===== src/rtl/speed_ctrl_fsm.sv =====
// ---------------------------------------------------------------------------
// speed_ctrl_fsm
// Control unit for the vehicle speed/barrier datapath. It synchronizes the
// road and exit sensors and steps the datapath through its init, count, cal
// and barrier phases by driving single-cycle strobes. It also decides whether
// to admit a vehicle and flags overspeed.
//
// Parameters:
//   WIDTH_SPEED  width of the speed quotient
//   SPEED_LIMIT  speed values strictly above this set overspeed
//   MAX_VEH      num_veh value at which the lot is full
//   TIMEOUT_CYC  cycle budget for the COUNT and WAIT_DIV phases
//   OPEN_CYC     number of cycles the barrier enable is held
//
// Ports:
//   clk, reset_n          clock, asynchronous active-low reset
//   sen1, sen2, exit_sen  asynchronous sensor levels (only rising edges act)
//   done                  divider result valid
//   num_veh               current vehicle count from the datapath
//   speed                 divider quotient
//   init, count, cal      datapath phase strobes (registered)
//   up, down              vehicle counter increment / decrement (registered)
//   en, dis               barrier enable window / barrier disable pulse
//   overspeed             last measured vehicle exceeded SPEED_LIMIT
//   busy                  FSM not in IDLE, delayed by one cycle
// ---------------------------------------------------------------------------
module speed_ctrl_fsm #(
   parameter int unsigned WIDTH_SPEED = 14,
   parameter int unsigned SPEED_LIMIT = 60,
   parameter int unsigned MAX_VEH     = 3,
   parameter int unsigned TIMEOUT_CYC = 50000000,
   parameter int unsigned OPEN_CYC    = 250000000
) (
   input  logic                   clk,
   input  logic                   reset_n,
   input  logic                   sen1,
   input  logic                   sen2,
   input  logic                   exit_sen,
   input  logic                   done,
   input  logic [1:0]             num_veh,
   input  logic [WIDTH_SPEED-1:0] speed,
   output logic                   init,
   output logic                   count,
   output logic                   cal,
   output logic                   up,
   output logic                   down,
   output logic                   en,
   output logic                   dis,
   output logic                   overspeed,
   output logic                   busy
);

   localparam int unsigned TMO_W = $clog2(TIMEOUT_CYC);
   localparam int unsigned OPN_W = $clog2(OPEN_CYC + 1);

   localparam logic [TMO_W-1:0]       TMO_LAST  = TMO_W'(TIMEOUT_CYC - 1);
   localparam logic [OPN_W-1:0]       OPEN_LAST = OPN_W'(OPEN_CYC - 1);
   localparam logic [WIDTH_SPEED-1:0] LIMIT     = WIDTH_SPEED'(SPEED_LIMIT);
   localparam logic [1:0]             FULL      = 2'(MAX_VEH);

   // Sensor vector bit positions
   localparam int unsigned S1  = 0;
   localparam int unsigned S2  = 1;
   localparam int unsigned SEX = 2;

   typedef enum logic [2:0] {
      IDLE     = 3'd0,
      INIT     = 3'd1,
      COUNT    = 3'd2,
      CALC     = 3'd3,
      WAIT_DIV = 3'd4,
      DECIDE   = 3'd5,
      OPEN     = 3'd6,
      ABORT    = 3'd7
   } state_e;

   state_e state_q, state_d;

   logic [2:0]       meta_q, sync_q, prev_q;
   logic [2:0]       rise;
   logic [TMO_W-1:0] tmo_q, tmo_d;
   logic [OPN_W-1:0] open_q, open_d;

   logic init_q,  init_d;
   logic count_q, count_d;
   logic cal_q,   cal_d;
   logic up_q,    up_d;
   logic down_q,  down_d;
   logic en_q,    en_d;
   logic dis_q,   dis_d;
   logic ovs_q,   ovs_d;
   logic busy_q,  busy_d;

   // Two-flop synchronizer plus a third flop for rising-edge detection
   always_ff @(posedge clk or negedge reset_n) begin
      if (!reset_n) begin
         meta_q <= 3'b000;
         sync_q <= 3'b000;
         prev_q <= 3'b000;
      end else begin
         meta_q <= {exit_sen, sen2, sen1};
         sync_q <= meta_q;
         prev_q <= sync_q;
      end
   end

   assign rise = sync_q & ~prev_q;

   // State, counters and registered outputs
   always_ff @(posedge clk or negedge reset_n) begin
      if (!reset_n) begin
         state_q <= IDLE;
         tmo_q   <= '0;
         open_q  <= '0;
         init_q  <= 1'b0;
         count_q <= 1'b0;
         cal_q   <= 1'b0;
         up_q    <= 1'b0;
         down_q  <= 1'b0;
         en_q    <= 1'b0;
         dis_q   <= 1'b0;
         ovs_q   <= 1'b0;
         busy_q  <= 1'b0;
      end else begin
         state_q <= state_d;
         tmo_q   <= tmo_d;
         open_q  <= open_d;
         init_q  <= init_d;
         count_q <= count_d;
         cal_q   <= cal_d;
         up_q    <= up_d;
         down_q  <= down_d;
         en_q    <= en_d;
         dis_q   <= dis_d;
         ovs_q   <= ovs_d;
         busy_q  <= busy_d;
      end
   end

   // Next state and next outputs. Strobes are decoded from the transition
   // being taken so the registered pulse lines up with the state it names.
   always_comb begin
      state_d = state_q;
      tmo_d   = tmo_q;
      open_d  = open_q;
      init_d  = 1'b0;
      count_d = 1'b0;
      cal_d   = 1'b0;
      up_d    = 1'b0;
      en_d    = 1'b0;
      dis_d   = 1'b0;
      ovs_d   = ovs_q;
      busy_d  = (state_q != IDLE);

      // Exit path is independent of the FSM; an empty lot drops the edge
      down_d  = rise[SEX] && (num_veh != 2'd0);

      unique case (state_q)
         IDLE: begin
            if (rise[S1]) begin
               state_d = INIT;
               init_d  = 1'b1;
               // Cleared on entry so the flag already reads 0 during INIT
               ovs_d   = 1'b0;
            end
         end

         INIT: begin
            tmo_d   = '0;
            state_d = COUNT;
            count_d = 1'b1;
         end

         COUNT: begin
            // A sen2 edge wins over a timeout landing in the same cycle
            if (rise[S2]) begin
               state_d = CALC;
               cal_d   = 1'b1;
            end else if (tmo_q == TMO_LAST) begin
               state_d = ABORT;
               dis_d   = 1'b1;
            end else begin
               count_d = 1'b1;
               tmo_d   = tmo_q + TMO_W'(1);
            end
         end

         CALC: begin
            tmo_d   = '0;
            state_d = WAIT_DIV;
         end

         WAIT_DIV: begin
            if (done) begin
               state_d = DECIDE;
               ovs_d   = (speed > LIMIT);
            end else if (tmo_q == TMO_LAST) begin
               state_d = ABORT;
               dis_d   = 1'b1;
            end else begin
               tmo_d   = tmo_q + TMO_W'(1);
            end
         end

         DECIDE: begin
            // Overspeed never blocks admission, only a full lot does
            if (num_veh == FULL) begin
               state_d = IDLE;
               dis_d   = 1'b1;
            end else begin
               state_d = OPEN;
               up_d    = 1'b1;
               en_d    = 1'b1;
               open_d  = '0;
            end
         end

         OPEN: begin
            // open_q counts en cycles already shown; the last one ends here
            if (open_q == OPEN_LAST) begin
               state_d = IDLE;
               dis_d   = 1'b1;
            end else begin
               en_d    = 1'b1;
               open_d  = open_q + OPN_W'(1);
            end
         end

         ABORT: begin
            state_d = IDLE;
         end

         default: begin
            state_d = IDLE;
         end
      endcase
   end

   assign init      = init_q;
   assign count     = count_q;
   assign cal       = cal_q;
   assign up        = up_q;
   assign down      = down_q;
   assign en        = en_q;
   assign dis       = dis_q;
   assign overspeed = ovs_q;
   assign busy      = busy_q;

endmodule

===== config.mk =====
export PLATFORM = sky130hd
export DESIGN_NAME = speed_ctrl_fsm
export DESIGN_NICKNAME = d
export VERILOG_FILES = /design/src/rtl/speed_ctrl_fsm.sv
export SDC_FILE = /design/constraint.sdc
export NUM_CORES = 1
export LEC_CHECK = 0
export ABC_AREA = 1
export BUFFER_PORTS_ARGS = -buffer_cell sky130_fd_sc_hd__buf_2
export CAP_MARGIN = 15
export CORE_ASPECT_RATIO = 0.5
export CORE_MARGIN = 5
export CORE_UTILIZATION = 25
export CTS_BUF_LIST = sky130_fd_sc_hd__clkbuf_8
export DETAILED_ROUTE_END_ITERATION = 10
export HOLD_SLACK_MARGIN = 0.08
export SLEW_MARGIN = 15
export SYNTH_ARGS = -nofsm -noshare
export SYNTH_HDL_FRONTEND = slang
export SYNTH_SLANG_ARGS = --single-unit

===== constraint.sdc =====
create_clock -name clk -period 4 [get_ports clk]
set_input_delay 0.6 -clock clk [delete_from_list [all_inputs] [get_ports clk]]
set_output_delay 0.6 -clock clk [all_outputs]
set_load 0.01 [all_outputs]

==> impl_metrics.toml, run 1 <==
[timing]
hold_ws_ns = 0.338
setup_viol = 0
final.setup.tns_ns = 0
finalCriticalPeriod_ns = 2.42
rsz0062_at_grt = "false"
finalHoldViolations = 0
maxSlewHeadroom_pct = 35.5
drv_slew = 0
worstMarginPinSlew_ns = 0.967
fin_crit_sh_pct = 60.5
fmax_mhz = 414
clock_skew_ns = 0.00639

[clocking]
cts_setup_buffers = 0
root_buffer = "clkbuf_8"
cts_buffers = 9
path_clk_slew_ns = 0.08
postCtsHoldBufs = 0
tritoncts = "done"
clock_path_buffers = 2
worstSkewPairLatency_ns = 0.36
ctsResizeCount = 0
cts.sinks = 75
htree_levels = 3

[placed_design]
dp_hpwl_um = 8220
port_buffers = 30
globalplace.congestion = 0.916
postPlaceCellArea_um2 = 5040

[floorplanning]
rows = 35
core_area_um2 = 18400
pin_count = 31
die_x_um = 204
die-area_um2 = 21700
die_y_um = 107
start_util_pct = 25.5

[logic_synthesis]
synth_fp_nets = 730
synth_ff_type = "dfrtp_1"
ys_types = 35
synth_edf_count = 0
synth_top_family_by_area = "simple AND/OR/NAND/NOR gates"
synth_cells = 706
yosysSeqAreaShare_pct = 40.1
syn_area_um2 = 4680
synth_compound_area_share_pct = 2.67
yosys.area_share.simple_pct = 46.1
synth_fa_ha_area_share_pct = 0.534
synth_area_per_cell_um2 = 6.63
synthMuxAreaShare_pct = 0
synth-async-reset-ratio_pct = 100
ys_ff_latch = 75
synthXorXnorAreaFrac_pct = 3.93
yosys_warnings = 0

[routing]
drtPass1Iterations = 6
via_count = 4405
post-route-drc-count = 0
totalWireLength_um = 11500
wire_per_inst_um = 11.7
drt_iter0_markers = 286
viasPerCell = 4.51
ant_nets = 0

[global_routing]
busiest_layer = "met2"
overflow = 0
grt_use_met2_pct = 18.9
antenna_found_initial = 0
grt_pass1_vias = 4283
met3_usage_pct = 2.48
grt_max_degree = 76
grt_pass1_wl_um = 20200
grt_use_met1_pct = 14.3
grt_usage_pct = 11.2

[power]
p_sw_uw = 895
power.share.sequential_pct = 43.2
power_density_nw_per_um2 = 441
power_mw = 2.32
switching_share_pct = 38.5
vdd_ir_drop_max_v = 0.000180
power_frac_comb_pct = 27.9
p_clk_share_pct = 28.9
leakagePower_nw = 2.36
p_int_mw = 1.43

[critical_path]
timing.rr.start = "state_q[2]"
critPathLaunchType = "flip-flop"
reg2reg_to = "tmo_q[8]"
path_max_fanout = 40
rrSetupSlack_ns = 1.58
path_class = "reg2reg"
endpoint_kind = "flip-flop"
cp.arrival_ns = 2.72
critical_path_required_ns = 4.30
r2r.worst_path.cells = 9

[status]
outcome = "finished, final reports clean"

[layout]
final_common_cell = "nand2_1"
nNetsFinal = 756
utilization_pct = 28.6
finalInstanceArea_um2 = 5260
insertedDiodeCount = 0
area_growth_pct = 12.4
layout-drive-gt1-share_pct = 9.91
final_cell_mix = "272 x nand2_1, 124 x nor2_1, 83 x nand3_1"

[min_path]
hold_class = "in2async"

[job]
drv_cap = 0
-- worst max path at each step --
stage	depth (start not counted)	start	to	slack [ns]
6_report	9	state_q[2]	tmo_q[8]	1.58
5_1_grt	9	state_q[2]	tmo_q[8]	1.24
4_1_cts	9	state_q[2]	tmo_q[8]	1.56
3_5_place_dp	8	state_q[0]	tmo_q[16]	1.60
3_3_place_gp	8	state_q[0]	tmo_q[9]	1.65
2_1_floorplan	11	open_q[0]	open_q[22]	2.34
-- state kept, by name, indices dropped and copies added, names as in the netlist --
| signal | flops |
|---|---|
| prev_q | 3 |
| down | 1 |
| count | 1 |
| cal | 1 |
| up | 1 |
| en | 1 |
| overspeed | 1 |
| busy | 1 |
| state_q | 3 |
| open_q | 28 |
| tmo_q | 26 |
| dis | 1 |
| meta_q | 3 |
| sync_q | 3 |
| init | 1 |
-- synthesized netlist by cell type, types with 2 or more instances --
cell type | instances | share of area [%]
buf_2 | 6 | 0.64
buf_4 | 4 | 0.64
buf_6 | 3 | 0.72
clkbuf_1 | 3 | 0.24
dfrtp_1 | 75 | 40
ha_1 | 2 | 0.53
inv_1 | 50 | 4.0
inv_2 | 6 | 0.48
nand2_1 | 272 | 22
nand2_2 | 3 | 0.40
nand2_4 | 2 | 0.48
nand3_1 | 83 | 8.9
nand4_1 | 6 | 0.80
nor2_1 | 124 | 9.9
nor2_2 | 3 | 0.40
nor3_1 | 4 | 0.43
nor4_1 | 2 | 0.27
o211ai_1 | 3 | 0.48
o21ai_0 | 15 | 1.6
or2_2 | 6 | 0.80
xnor2_1 | 7 | 1.3
xor2_1 | 14 | 2.6
-- power by group through the flow --
stage / logic (mW) / clock network (mW) / registers (mW)
2_1_floorplan: 0.544 / 0 / 0.997
3_3_place_gp: 0.642 / 0 / 1.01
3_5_place_dp: 0.651 / 0 / 1.02
4_1_cts: 0.654 / 0.691 / 1.00
5_1_grt: 0.752 / 0.726 / 1.02
6_report: 0.647 / 0.671 / 1.00
-- worst max-delay path, stage by stage (launching register included) --
cell and delay (ns):
dfrtp_1 0.41, inv_2 0.14, nand3_1 0.14, nand2_1 0.39
inv_2 0.22, nand3_1 0.15, nand2_2 0.36, inv_2 0.35
nand2_1 0.11, nand2_1 0.07
-- per-stage QoR --
step,setup WS [ns],instances
floorplan,2.34,706
global placement,1.65,961
detailed placement,1.60,961
CTS,1.56,977
global route,1.24,977
finish,1.58,977
-- layer usage --
metal	vias up	share of wire, %
met1	2039	48
met4	0	1.9
met3	20	4.0
met2	94	46
met5	-	0
li1	2252	-
-- cell type report --
type | instances | area [µm²]
sequential | 75 | 1880
tap | 240 | 300
multi-input combinational | 559 | 2490
clock buffer | 10 | 138
fill | 2013 | 13100
timing repair buffer | 31 | 160
clock inverter | 6 | 87.6
inverter | 56 | 210
-- cells by family after synthesis --
| group | count (synthesis) |
|---|---|
| adders and majority gates | 2 |
| DFF | 75 |
| xor gates and xnor gates | 21 |
| and+or+nand+nor | 514 |
| buffers and inverters | 72 |
| AOI/OAI and AO/OA | 22 |
No activity file was read; power rests on OpenSTA's default activity.
==> run 2, diff against run 1 <==
Clock period 4 ns to 2.25 ns, I/O delays scaled along.
==> impl_metrics.toml, run 2 (same netlist as run 1, synthesis figures left out) <==
[status]
outcome = "finished, final reports clean"

[floorplanning]
die_x_um = 204
core_area_um2 = 18400
rows = 35
die-area_um2 = 21700
start_util_pct = 25.5
pin_count = 31
die_y_um = 107

[layout]
largest_reg_flops = 28
nFillCells = 2063
final_cell_mix = "272 x nand2_1, 124 x nor2_1, 83 x nand3_1"
area_growth_pct = 14.7
top_regs = "open_q (28), tmo_q (26)"
finalInstanceArea_um2 = 5370
final_common_cell = "nand2_1"
nNetsFinal = 769
regMostFlops = "open_q"
utilization_pct = 29.2
layout-drive-gt1-share_pct = 10.9
instances_no_fill = 990
insertedDiodeCount = 0

[timing]
setup_viol = 0
finalHoldViolations = 0
clock_skew_ns = 0.0132
finalCriticalPeriod_ns = 1.96
maxSlewHeadroom_pct = 62.0
fmax_mhz = 510
rsz0062_at_grt = "false"
fin_crit_sh_pct = 87.1
hold_ws_ns = 0.195
final.setup.worst_slack_ns = 0.290
worstMarginPinSlew_ns = 0.569
drv_slew = 0
final.setup.tns_ns = 0

[placed_design]
port_buffers = 30
postPlaceCellArea_um2 = 5130
dp_hpwl_um = 8830
globalplace.congestion = 0.928
dp.cells = 970
dp_slack_ns = 0.282

[global_routing]
grt_pass1_vias = 4259
grt_usage_pct = 11.1
antenna_found_initial = 0
overflow = 0
grt_pass1_wl_um = 20000
grt_max_degree = 40

[routing]
wire_per_inst_um = 11.9
drt_iter0_markers = 236
post-route-drc-count = 0
totalWireLength_um = 11800
viasPerCell = 4.47
drtPass1Iterations = 4
via_count = 4429
ant_nets = 0

[critical_path]
rrSetupSlack_ns = 0.29
critical_path_required_ns = 2.55
endpoint_kind = "flip-flop"
path_max_fanout = 15
critPathLaunchType = "flip-flop"
cp.arrival_ns = 2.26
path_class = "reg2reg"

[power]
vdd_ir_drop_max_v = 0.000363
power_density_nw_per_um2 = 770
power_mw = 4.14
leakagePower_nw = 2.41

[min_path]
hold_class = "in2reg"

[clocking]
cts_setup_buffers = 0
path_clk_slew_ns = 0.08
ctsResizeCount = 0
worstSkewPairLatency_ns = 0.37
root_buffer = "clkbuf_8"
clock_path_buffers = 2
postCtsHoldBufs = 4
cts.sinks = 75
tritoncts = "done"
htree_levels = 3
cts_buffers = 9

[job]
drv_cap = 0
[run 2: routing by layer]
metal	vias to the layer above	routed length (µm)	part of all wire, %	global-route usage [%]
li1	2287	-	-	-
met1	2072	5590	48	14.4
met2	61	5650	48	19.3
met3	9	398	3.4	2.18
met4	0	121	1.0	2.84
met5	-	0	0	0
[run 2: worst max-delay path: stages (launching register included)]
cell and delay, ns:
dfrtp_1 0.43, ha_1 0.25, inv_1 0.10, nor2_4 0.21, nand4_2 0.11, nor2_2 0.13, nand2_2 0.11, nand2_4 0.15
buf_4 0.23, nand3_1 0.09, nand2_1 0.08
[run 2: final timing paths]
kind / startpoint / cells past startpoint / end
worst max register to register: open_q[0] / 10 / open_q[18]
min in group asynchronous: reset_n / 2 / open_q[16]
worst min-delay path: num_veh[1] / 2 / up
worst max-delay path: open_q[0] / 10 / open_q[18]
worst min register to register: meta_q[2] / 0 / sync_q[2]
max in group asynchronous: reset_n / 3 / meta_q[2]
[run 2: power breakdown]
part | internal, mW | switching (mW) | total [mW]
combinational | 0.405 | 0.857 | 1.26
clock | 0.520 | 0.570 | 1.09
sequential | 1.55 | 0.237 | 1.79
[run 2: layout make-up]
cell class                      count  area [µm²]  area share (%)
Clock buffer                        9         124            2.31
Clock inverter                      7        76.3            1.42
Inverter                           56         210            3.91
Multi-Input combinational cell    559        2490            46.4
Sequential cell                    75        1880            34.9
Tap cell                          240         300            5.59
Timing Repair Buffer               44         293            5.45
==> run 3, diff against run 2 <==
Clock period 2.25 ns to 2.2 ns, I/O delays scaled along.
==> impl_metrics.toml, run 3 (same netlist as run 1, synthesis figures left out) <==
[power]
power.share.sequential_pct = 41.9
switching_share_pct = 39.1
power_density_nw_per_um2 = 810
vdd_ir_drop_max_v = 0.000266
p_clk_share_pct = 27.7
power_mw = 4.38
power_frac_comb_pct = 30.4
p_sw_mw = 1.71
p_int_mw = 2.66
leakagePower_nw = 2.44

[layout]
layout-drive-gt1-share_pct = 11.1
final_cell_mix = "272 x nand2_1, 124 x nor2_1, 83 x nand3_1"
seq_area_um2 = 1880
area_growth_pct = 15.4
largest_reg_flops = 28
nFillCells = 2026
multi_input_area_um2 = 2490
final_common_cell = "nand2_1"
regMostFlops = "open_q"
top_regs = "open_q (28), tmo_q (26)"
nNetsFinal = 770
insertedDiodeCount = 0

[clocking]
clock_path_buffers = 2
cts_buffers = 9
cts_setup_buffers = 0
tritoncts = "done"
root_buffer = "clkbuf_8"
cts.sinks = 75
path_clk_slew_ns = 0.09
htree_levels = 3
worstSkewPairLatency_ns = 0.36

[job]
drv_cap = 0

[global_routing]
overflow = 0
grt_usage_pct = 11.2
antenna_found_initial = 0
grt_max_degree = 40
grt_pass1_wl_um = 20100
grt_pass1_vias = 4226

[timing]
worstMarginPinSlew_ns = 0.583
fmax_mhz = 506
rsz0062_at_grt = "false"
final.setup.tns_ns = 0
setup_viol = 0
drv_slew = 0
finalCriticalPeriod_ns = 1.98
clock_skew_ns = 0.0122
fin_crit_sh_pct = 89.9
maxSlewHeadroom_pct = 61.1
finalHoldViolations = 0

[min_path]
worstHoldPathCells = 2
hold_class = "in2reg"

[floorplanning]
rows = 35
die_x_um = 204
core_area_um2 = 18400
die_y_um = 107
pin_count = 31
die-area_um2 = 21700
start_util_pct = 25.5

[placed_design]
port_buffers = 30
dp_hpwl_um = 8730
globalplace.congestion = 0.937

[routing]
totalWireLength_um = 11800
post-route-drc-count = 0
drtPass1Iterations = 4
viasPerCell = 4.41
drt_iter0_markers = 361
via_count = 4367
wire_per_inst_um = 11.9
ant_nets = 0

[critical_path]
critPathLaunchType = "flip-flop"
cp.arrival_ns = 2.23
endpoint_kind = "flip-flop"
path_max_fanout = 33
path_class = "reg2reg"
r2r.worst_path.cells = 7
critical_path_required_ns = 2.45

[status]
outcome = "finished, final reports clean"
## run 3: cell types whose count changed in the layout (fill, tap and decap cells not counted), sizes merged
cell	change
inv	-1
buf	+1
clkinv	+2
clkinvlp	-2
bufinv	+1
## run 3: worst paths after layout
| path | startpoint | end | slack [ns] |
|---|---|---|---|
| worst max register to register | tmo_q[0] | tmo_q[18] | 0.22 |
| worst min register to register | meta_q[0] | sync_q[0] | 0.35 |
| worst min-delay path | num_veh[1] | up | 0.20 |
| max in group asynchronous | reset_n | prev_q[0] | 1.11 |
| min in group asynchronous | reset_n | open_q[26] | 0.49 |
| worst max-delay path | tmo_q[0] | tmo_q[18] | 0.22 |
## run 3: repair_timing
item / CTS / global route
hold buffers: 4 / 0
resized for setup: 0 / 0
hold endpoints to repair: 38 / 0
## run 3: area by class of cell
class / count / area share [%]
tap: 240 / 5.56
sequential: 75 / 34.7
timing repair buffer: 45 / 5.56
multi-input combinational: 559 / 46.1
inverter: 56 / 3.89
clock inverter: 7 / 1.85
clock buffer: 9 / 2.29
## run 3: through the flow
stage               instances  utilization (%)  hold slack, ns  worst slack, ns  cell area [µm²]
finish                    991             29.4           0.199            0.222             5400
global placement          971             27.9           0.333            0.225             5140
CTS                       991             29.4           0.181            0.209             5400
global route              991             29.4           0.187           0.0319             5400
detailed placement        971             27.9           0.335            0.218             5140
floorplan                 706                -          0.0344            0.537             4680
## run 3: worst max-delay path: stages, from the launching register on
cell and delay, ns:
dfrtp_1 0.43, ha_1 0.30, nand3_1 0.23, nor3_2 0.26
nand3_1 0.11, nand2_2 0.19, buf_12 0.21, o21ai_0 0.11
## run 3: layer usage
layer / wire [µm] / part of all wire (%) / global-route usage, %
met5: 0 / 0 / 0
met4: 167 / 1.4 / 2.79
met3: 407 / 3.4 / 2.30
met2: 5510 / 47 / 19.4
met1: 5720 / 48 / 14.3
## run 3: power groups by stage
stage	Sequential [mW]	Combinational, mW	Clock [mW]
2_1_floorplan	1.81	0.989	0
3_3_place_gp	1.85	1.33	0
3_5_place_dp	1.86	1.34	0
4_1_cts	1.83	1.35	1.25
5_1_grt	1.87	1.50	1.31
6_report	1.83	1.33	1.21
